--- src/rtl/mem_access_unit.sv ---
// mem_access_unit: MEM-stage load/store unit in front of the unified memory data port.
//   Decodes funct3 into byte enables. Drives a strobe/busy handshake with the memory.
//   Sign- or zero-extends load data for writeback. Flags misaligned requests and busy timeouts.
// Latency: a store completes after 1 ACCESS cycle. A load takes ACCESS + RESP, so wb_valid
//   rises 2 cycles after acceptance. Each cycle with mem_busy high adds one cycle.
// Backpressure: req_ready is high only in IDLE. stall_req freezes the pipeline from the
//   acceptance cycle until the access finishes. The request is accepted on req_valid & req_ready.
// Ports:
//   clk, rst                           clock; synchronous active-high reset
//   req_valid/write/funct3/addr/wdata/rd, req_ready   request from the EX/MEM latch
//   stall_req                          pipeline stall request
//   mem_valid/write/byte/addr/wdata    memory data-port drive
//   mem_rdata, mem_busy                memory data-port response
//   wb_valid/wb_rd/wb_data             load writeback
//   misalign, bus_err                  one-cycle error pulses
module mem_access_unit #(
   parameter int TIMEOUT = 255
) (
   input  logic        clk,
   input  logic        rst,
   input  logic        req_valid,
   input  logic        req_write,
   input  logic [2:0]  req_funct3,
   input  logic [31:0] req_addr,
   input  logic [31:0] req_wdata,
   input  logic [4:0]  req_rd,
   output logic        req_ready,
   output logic        stall_req,
   output logic        mem_valid,
   output logic        mem_write,
   output logic [3:0]  mem_byte,
   output logic [31:0] mem_addr,
   output logic [31:0] mem_wdata,
   input  logic [31:0] mem_rdata,
   input  logic        mem_busy,
   output logic        wb_valid,
   output logic [4:0]  wb_rd,
   output logic [31:0] wb_data,
   output logic        misalign,
   output logic        bus_err
);

   localparam int CNT_W = $clog2(TIMEOUT + 1);
   localparam logic [CNT_W-1:0] TIMEOUT_C = CNT_W'(TIMEOUT);
   localparam logic [CNT_W-1:0] CNT_ONE   = CNT_W'(1);

   typedef enum logic [1:0] {IDLE, ACCESS, RESP} state_t;

   state_t           state_q, state_d;
   logic [31:0]      addr_q, addr_d;
   logic [2:0]       f3_q, f3_d;
   logic             write_q, write_d;
   logic [31:0]      wdata_q, wdata_d;
   logic [4:0]       rd_q, rd_d;
   logic [CNT_W-1:0] cnt_q, cnt_d;
   logic [31:0]      wb_data_q, wb_data_d;
   logic [4:0]       wb_rd_q, wb_rd_d;
   logic             misalign_q, misalign_d;
   logic             bus_err_q, bus_err_d;

   logic             req_aligned;
   logic [3:0]       byte_en;
   logic [31:0]      ext_data;

   // Alignment check on the incoming request.
   // Undefined funct3 encodings fall through to "not aligned".
   always_comb begin
      req_aligned = 1'b0;
      case (req_funct3)
         3'b000, 3'b100: req_aligned = 1'b1;
         3'b001, 3'b101: req_aligned = ~req_addr[0];
         3'b010:         req_aligned = (req_addr[1:0] == 2'b00);
         default:        req_aligned = 1'b0;
      endcase
   end

   // Byte enables depend only on the access size, which is held in funct3[1:0].
   always_comb begin
      byte_en = 4'b0000;
      case (f3_q[1:0])
         2'b00:   byte_en = 4'b0001;
         2'b01:   byte_en = 4'b0011;
         2'b10:   byte_en = 4'b1111;
         default: byte_en = 4'b0000;
      endcase
   end

   always_comb begin
      ext_data = mem_rdata;
      case (f3_q)
         3'b000:  ext_data = {{24{mem_rdata[7]}}, mem_rdata[7:0]};
         3'b100:  ext_data = {24'h0, mem_rdata[7:0]};
         3'b001:  ext_data = {{16{mem_rdata[15]}}, mem_rdata[15:0]};
         3'b101:  ext_data = {16'h0, mem_rdata[15:0]};
         default: ext_data = mem_rdata;
      endcase
   end

   always_comb begin
      state_d    = state_q;
      addr_d     = addr_q;
      f3_d       = f3_q;
      write_d    = write_q;
      wdata_d    = wdata_q;
      rd_d       = rd_q;
      cnt_d      = cnt_q;
      wb_data_d  = wb_data_q;
      wb_rd_d    = wb_rd_q;
      misalign_d = 1'b0;
      bus_err_d  = 1'b0;
      req_ready  = 1'b0;
      stall_req  = 1'b0;
      mem_valid  = 1'b0;
      mem_write  = 1'b0;
      mem_byte   = 4'b0000;
      mem_addr   = 32'h0;
      mem_wdata  = 32'h0;
      wb_valid   = 1'b0;

      case (state_q)
         IDLE: begin
            req_ready = 1'b1;
            if (req_valid) begin
               if (req_aligned) begin
                  // Stall already in the acceptance cycle so the pipeline has no gap.
                  stall_req = 1'b1;
                  addr_d    = req_addr;
                  f3_d      = req_funct3;
                  write_d   = req_write;
                  wdata_d   = req_wdata;
                  rd_d      = req_rd;
                  cnt_d     = '0;
                  state_d   = ACCESS;
               end else begin
                  misalign_d = 1'b1;
               end
            end
         end

         ACCESS: begin
            mem_valid = 1'b1;
            mem_write = write_q;
            mem_byte  = byte_en;
            mem_addr  = addr_q;
            mem_wdata = wdata_q;
            stall_req = 1'b1;
            if (!mem_busy) begin
               if (write_q) begin
                  state_d = IDLE;
               end else begin
                  wb_data_d = ext_data;
                  wb_rd_d   = rd_q;
                  state_d   = RESP;
               end
            end else begin
               cnt_d = cnt_q + CNT_ONE;
               if (cnt_d == TIMEOUT_C) begin
                  bus_err_d = 1'b1;
                  state_d   = IDLE;
               end
            end
         end

         RESP: begin
            wb_valid = 1'b1;
            state_d  = IDLE;
         end

         default: state_d = IDLE;
      endcase
   end

   always_ff @(posedge clk) begin
      if (rst) begin
         state_q    <= IDLE;
         addr_q     <= 32'h0;
         f3_q       <= 3'b000;
         write_q    <= 1'b0;
         wdata_q    <= 32'h0;
         rd_q       <= 5'd0;
         cnt_q      <= '0;
         wb_data_q  <= 32'h0;
         wb_rd_q    <= 5'd0;
         misalign_q <= 1'b0;
         bus_err_q  <= 1'b0;
      end else begin
         state_q    <= state_d;
         addr_q     <= addr_d;
         f3_q       <= f3_d;
         write_q    <= write_d;
         wdata_q    <= wdata_d;
         rd_q       <= rd_d;
         cnt_q      <= cnt_d;
         wb_data_q  <= wb_data_d;
         wb_rd_q    <= wb_rd_d;
         misalign_q <= misalign_d;
         bus_err_q  <= bus_err_d;
      end
   end

   assign wb_data  = wb_data_q;
   assign wb_rd    = wb_rd_q;
   assign misalign = misalign_q;
   assign bus_err  = bus_err_q;

endmodule

--- config.mk ---
export PLATFORM = sky130hd
export DESIGN_NAME = mem_access_unit
export DESIGN_NICKNAME = d
export VERILOG_FILES = /design/src/rtl/mem_access_unit.sv
export SDC_FILE = /design/constraint.sdc
export NUM_CORES = 1
export LEC_CHECK = 0
export ABC_AREA = 1
export BUFFER_PORTS_ARGS = -buffer_cell sky130_fd_sc_hd__buf_4
export CAP_MARGIN = 20
export CORE_MARGIN = 2
export CORE_UTILIZATION = 48
export DETAILED_ROUTE_END_ITERATION = 6
export PLACE_DENSITY = 0.8
export REMOVE_ABC_BUFFERS = 1
export SLEW_MARGIN = 20
export SYNTH_ARGS = -nofsm -noshare
export SYNTH_HDL_FRONTEND = slang
export SYNTH_SLANG_ARGS = --single-unit
--- constraint.sdc ---
create_clock -name clk -period 2.15 [get_ports clk]
set_input_delay 0.1075 -clock clk [delete_from_list [all_inputs] [get_ports clk]]
set_output_delay 0.1075 -clock clk [all_outputs]
set_load 0.02 [all_outputs]
# --- Word level (Yosys, flattened, before mapping) ---
# Index checks and enable logic that the tools add are counted.
classes:
  shifts: 0
  magnitude_cmp: 0
  n_addsub: 1
  mux: 25
  div: 0
  n_eq_ne: 16
  bitwise: 6
  multipliers: 0
  n_reduce_logical: 14
op_table:
  columns: ["operator", "n"]
  rows:
  - ["$pmux W32 S4", 1]
  - ["$mux W32", 2]
  - ["$mux W8", 3]
  - ["$pmux W8 S2", 1]
  - ["$eq A3 B3 Y1 const B", 4]
  - ["$pmux W4 S3", 1]
  - ["$mux W2", 5]
  - ["$reduce_and A3 Y1", 3]
  - ["$add A8 B1 Y8 const B", 1]
  - ["$eq A8 B8 Y1 const B", 1]
  - ["$mux W1", 8]
  - ["$eq A3 B1 Y1 const B", 2]
  - ["$logic_not A2 Y1", 3]
  - ["$logic_not A3 Y1", 2]
  - ["$ne A2 B2 Y1 const B", 3]
  - ["$not A1 Y1", 6]
  - ["$reduce_or A3 Y1", 2]
  - ["$eq A2 B1 Y1 const B", 2]
  - ["$eq A2 B2 Y1 const B", 2]
  - ["$mux W4", 1]
  - ["$pmux W2 S2", 1]
  - ["$reduce_and A4 Y1", 1]
  - ["$reduce_or A2 Y1", 2]
  - ["$eq A3 B2 Y1 const B", 1]
  - ["4 further kinds", 4]
word_totals:
  register_bits: 122
  wordCells: 73
  output_inout_bits: 112
  ramBits: 0
  in_bits: 109
  mem_bits_ro: 0
  mem_count: 0
  latchBits: 0

# --- Depth between registers and ports, before layout ---
logic_depth:
  ltp_word: 6
  ltp_mapped: 10
  depth_no_buf: 10

# --- Worst setup path after synthesis ---
# No wires, ideal clock.
synth_timing:
  path_kind: "register to register"
  startpoint: "register f3_q[0]"
  endpoint: "register wb_data_q[21], in the netlist wb_data[21]"
  stages_incl_launch_ff: 9
  setup_ps: 113
  t_arrival_ps: 1439
  n_path_buf: 1
  path_slack_ps: 597
  period_less_slack_ps: 1553
  required_time_ps: 2037
  cell_sequence: "dfxtp_1 -> inv_1 -> ha_1 -> nor2_1 -> o21ai_2 -> o21bai_4 -> buf_2 -> o21ai_1 -> inv_1"
synth_via:
  elab_chain_len: 2
  elab_cells_between_ends: 5
  classes_between: "3 x eq/ne; 1 x mux; 1 x reduce/logical"
synth_lines:
  columns: ["item", "line_no", "rtl"]
  rows:
  - ["start, declared", "51", "logic [2:0] f3_q, f3_d;"]
  - ["start signal, assigned", "177", "f3_q <= 3'b000;"]
  - ["start signal, assigned", "189", "f3_q <= f3_d;"]
  - ["$eq A3 B3 Y1 (tied with other cells)", "90", "case (f3_q)"]
  - ["$pmux W32 S4 (*)", "90", null]
  - ["end signal, assigned", "194", "wb_data_q <= wb_data_d;"]
  - ["end, declared", "56", "logic [31:0] wb_data_q, wb_data_d;"]
# Mark *: on every way between the ends. The rest lies on a longest branch, timed or not.
# A chain may end at the register's enable or synchronous reset.

# --- Worst setup path after layout ---
layout_timing:
  startpoint: "input req_addr[0]"
  endpoint: "output stall_req"
layout_via:
  elab_chain_len: 5
  elab_cells_between_ends: 6
  classes_between: "4 x mux; 1 x bitwise; 1 x reduce/logical"
layout_lines:
  columns: ["item", "line_no", "rtl"]
  rows:
  - ["start, declared", "24", "input logic [31:0] req_addr,"]
  - ["$logic_not A2 Y1 / $not A1 Y1 (equally long branches)", "72, 71", null]
  - ["$pmux W1 S3 (*)", "69", "case (req_funct3)"]
  - ["$mux W1 (*)", "124", "if (req_aligned) begin"]
  - ["$mux W1 (*)", "123", "if (req_valid) begin"]
  - ["$pmux W1 S2 (*)", "120", "case (state_q)"]
  - ["end, declared", "28", "output logic stall_req,"]
# Marks and branches as above.

==> flow_summary.yaml <==
global_routing:
  busiest_layer: "met2"
  grt.total_usage_pct: 31.7
  grt_pass1_vias: 5949
  antenna_found_initial: 0
  grt_overflow: 0
  grt_max_degree: 86
  grt.met1_usage_pct: 33.3
  met3_usage_pct: 11.7
  grt_pass1_wl_um: 28700
  grt_use_met2_pct: 56.3
logic_synthesis:
  ys_seq_area_share_pct: 47.4
  mappedNetlistArea_um2: 5150
  avgSynthCellArea_um2: 7.05
  synth_cell_type_count: 24
  yosys_warnings: 0
  synth_cells: 730
  synth-seq-cells: 122
power_and_ir_drop:
  power_leakage_nw: 4.08
  irDropWorstVdd_v: 0.000636
  p_per_area_nw_per_um2: 729
  p_total_mw: 6.19
clock_network:
  h-tree-depth: 4
  max-clock-path-buffers: 2
  root_buffer: "clkbuf_8"
  clk_latency_ns: 0.51
  clk_pin_slew_ns: 0.05
  clock-sinks: 122
  cts_tree: "done"
  numCtsBuffers: 17
  cts_setup_buffers: 0
setup_path:
  slowest_stage: "dlygate4sd3_1"
  path_class: "input port to primary output"
  endpoint_kind: "primary output"
  path_cells: "dlygate4sd3_1, buf_4, nand2_1, inv_1, o21ai_0, nand2_4, nand2_1, buf_4"
  required_ns: 2.04
  cp_max_fo: 26
  crit_arrival_ns: 1.81
  startpoint_type: "input port"
  max_stage_delay_ns: 0.54
run:
  drv_cap: 0
hold_path:
  hold_path_class: "input port to flop"
final_layout:
  multiInputGateArea_um2: 2000
  fin_area_um2: 8480
  utilization_pct: 81.8
  seq_area_um2: 2440
  final_common_cell: "buf_4"
  n_fill_cell: 626
  drive_gt1_share_pct: 25.0
  area_growth_pct: 64.7
  nets: 1149
  antenna_cells: 0
  layout_common_cells: "buf_4 (222), nor2_1 (174), inv_1 (137)"
placed_design:
  hpwl_um: 9550
  dp_slack_ns: 0.427
  io_buffers: 220
  place.gp.congestion: 0.747
  dpl_cell_area_um2: 6870
routing:
  finalWirelength_um: 18500
  ant_nets: 0
  drt_iter0_markers: 398
  avgViaCountPerCell: 5.02
  drc: 0
  dr.pass1.iters: 5
  routedWlPerCell_um: 15.6
  num_vias: 5939
sta:
  worst_slew_pin_slew_ns: 0.553
  skew_ns: 0.00624
  rsz0062_at_grt: "no"
  worst_slack_ns: 0.232
  hold_violations: 0
  relSlewSlack_pct: 63.0
  period_needed_ns: 1.92
  finalCritPeriodShare_pct: 89.2
  fmax_ghz: 0.521
  timing.final.max_slew_violations: 0
  setup_viol: 0
  fin_setup_tns_ns: 0
die:
  io_pins: 221
  die_w_um: 108
  dieHeight_um: 108
  initial_core_util_pct: 49.7
  core_area_um2: 10400
  rows: 37
  dieArea_um2: 11600
run_status:
  outcome: "finished clean"
==> layer usage <==
layer	share of wire, %	wire length (µm)
met5	0	0
met4	3.5	639
met3	9.1	1690
met2	50	9210
met1	38	6960
==> worst paths after layout <==
kind / depth (start not counted) / start / slack (ns) / to
worst max-delay path: 8 / req_addr[0] / 0.23 / stall_req
worst min-delay path: 5 / mem_rdata[27] / 0.06 / wb_data[27]
worst max register to register: 7 / f3_q[1] / 0.30 / wb_data[16]
worst min register to register: 2 / wdata_q[9] / 0.45 / wdata_q[9]
==> repair_timing <==
| action | CTS | global route |
|---|---|---|
| resized for setup | 0 | 1 |
| endpoints found under the hold margin | 110 | 0 |
| hold buffers | 103 | 0 |
| setup endpoints to repair | 0 | 9 |
==> synth_stat cells <==
master	instances	share of area [%]
nand2_2	1	0.12
dfxtp_1	122	47
o21bai_4	1	0.36
nor2_1	174	13
o21ai_0	93	9.0
nor3_1	1	0.097
nand4_1	2	0.24
nor3_4	1	0.32
buf_1	7	0.51
o21ai_1	10	0.97
ha_1	7	1.7
buf_2	18	1.7
nand2_1	31	2.3
buf_4	1	0.15
inv_1	138	10
o221ai_1	8	1.4
nand3_1	14	1.4
a21oi_1	76	7.4
o21bai_1	2	0.29
o22ai_1	1	0.12
or2_2	1	0.12
nor4_1	1	0.12
clkbuf_1	19	1.4
o21ai_2	1	0.17
==> worst max-delay path, delay by kind of cell <==
| kind | cells | cell delay (ns) |
|---|---|---|
| compound gates | 1 | 0.35 |
| buf+inv | 4 | 0.88 |
| simple gates | 3 | 0.48 |
==> kinds of logic (layout without fill, tap and decap cells) <==
| group | count (synthesis) | after routing | synth area share [%] |
|---|---|---|---|
| flops | 122 | 122 | 47.4 |
| compound gates | 192 | 192 | 19.7 |
| buf+inv | 183 | 499 | 13.8 |
| simple gates | 226 | 226 | 17.3 |
| fa+ha+maj | 7 | 7 | 1.70 |
==> layout make-up <==
class	instances	share of cell area [%]
clock inverter	7	1.03
sequential	122	28.8
clock buffer	25	5.83
timing repair buffer	329	32.6
tap	136	2.01
multi-input combinational	425	23.6
inverter	138	6.11
==> through the flow <==
step,hold slack [ns],std cells
after floorplan,0.177,685
after global placement,0.330,1047
after detailed placement,0.347,1047
after CTS,0.00181,1182
after global routing,0.0806,1182
final,0.0554,1182
==> registers in the layout (all words and copies together) (netlist names) <==
signal	flops
write_q	1
f3_q	3
wb_rd	5
misalign	1
wb_data	32
bus_err	1
rd_q	5
cnt_q	8
wdata_q	32
state_q	2
addr_q	32
==> report_power, final <==
group	total, mW	switching [mW]	internal, mW
Clock	2.78	0.983	1.80
Sequential	2.45	0.0552	2.40
Combinational	0.954	0.510	0.444
(Power assumes the default switching activity.)
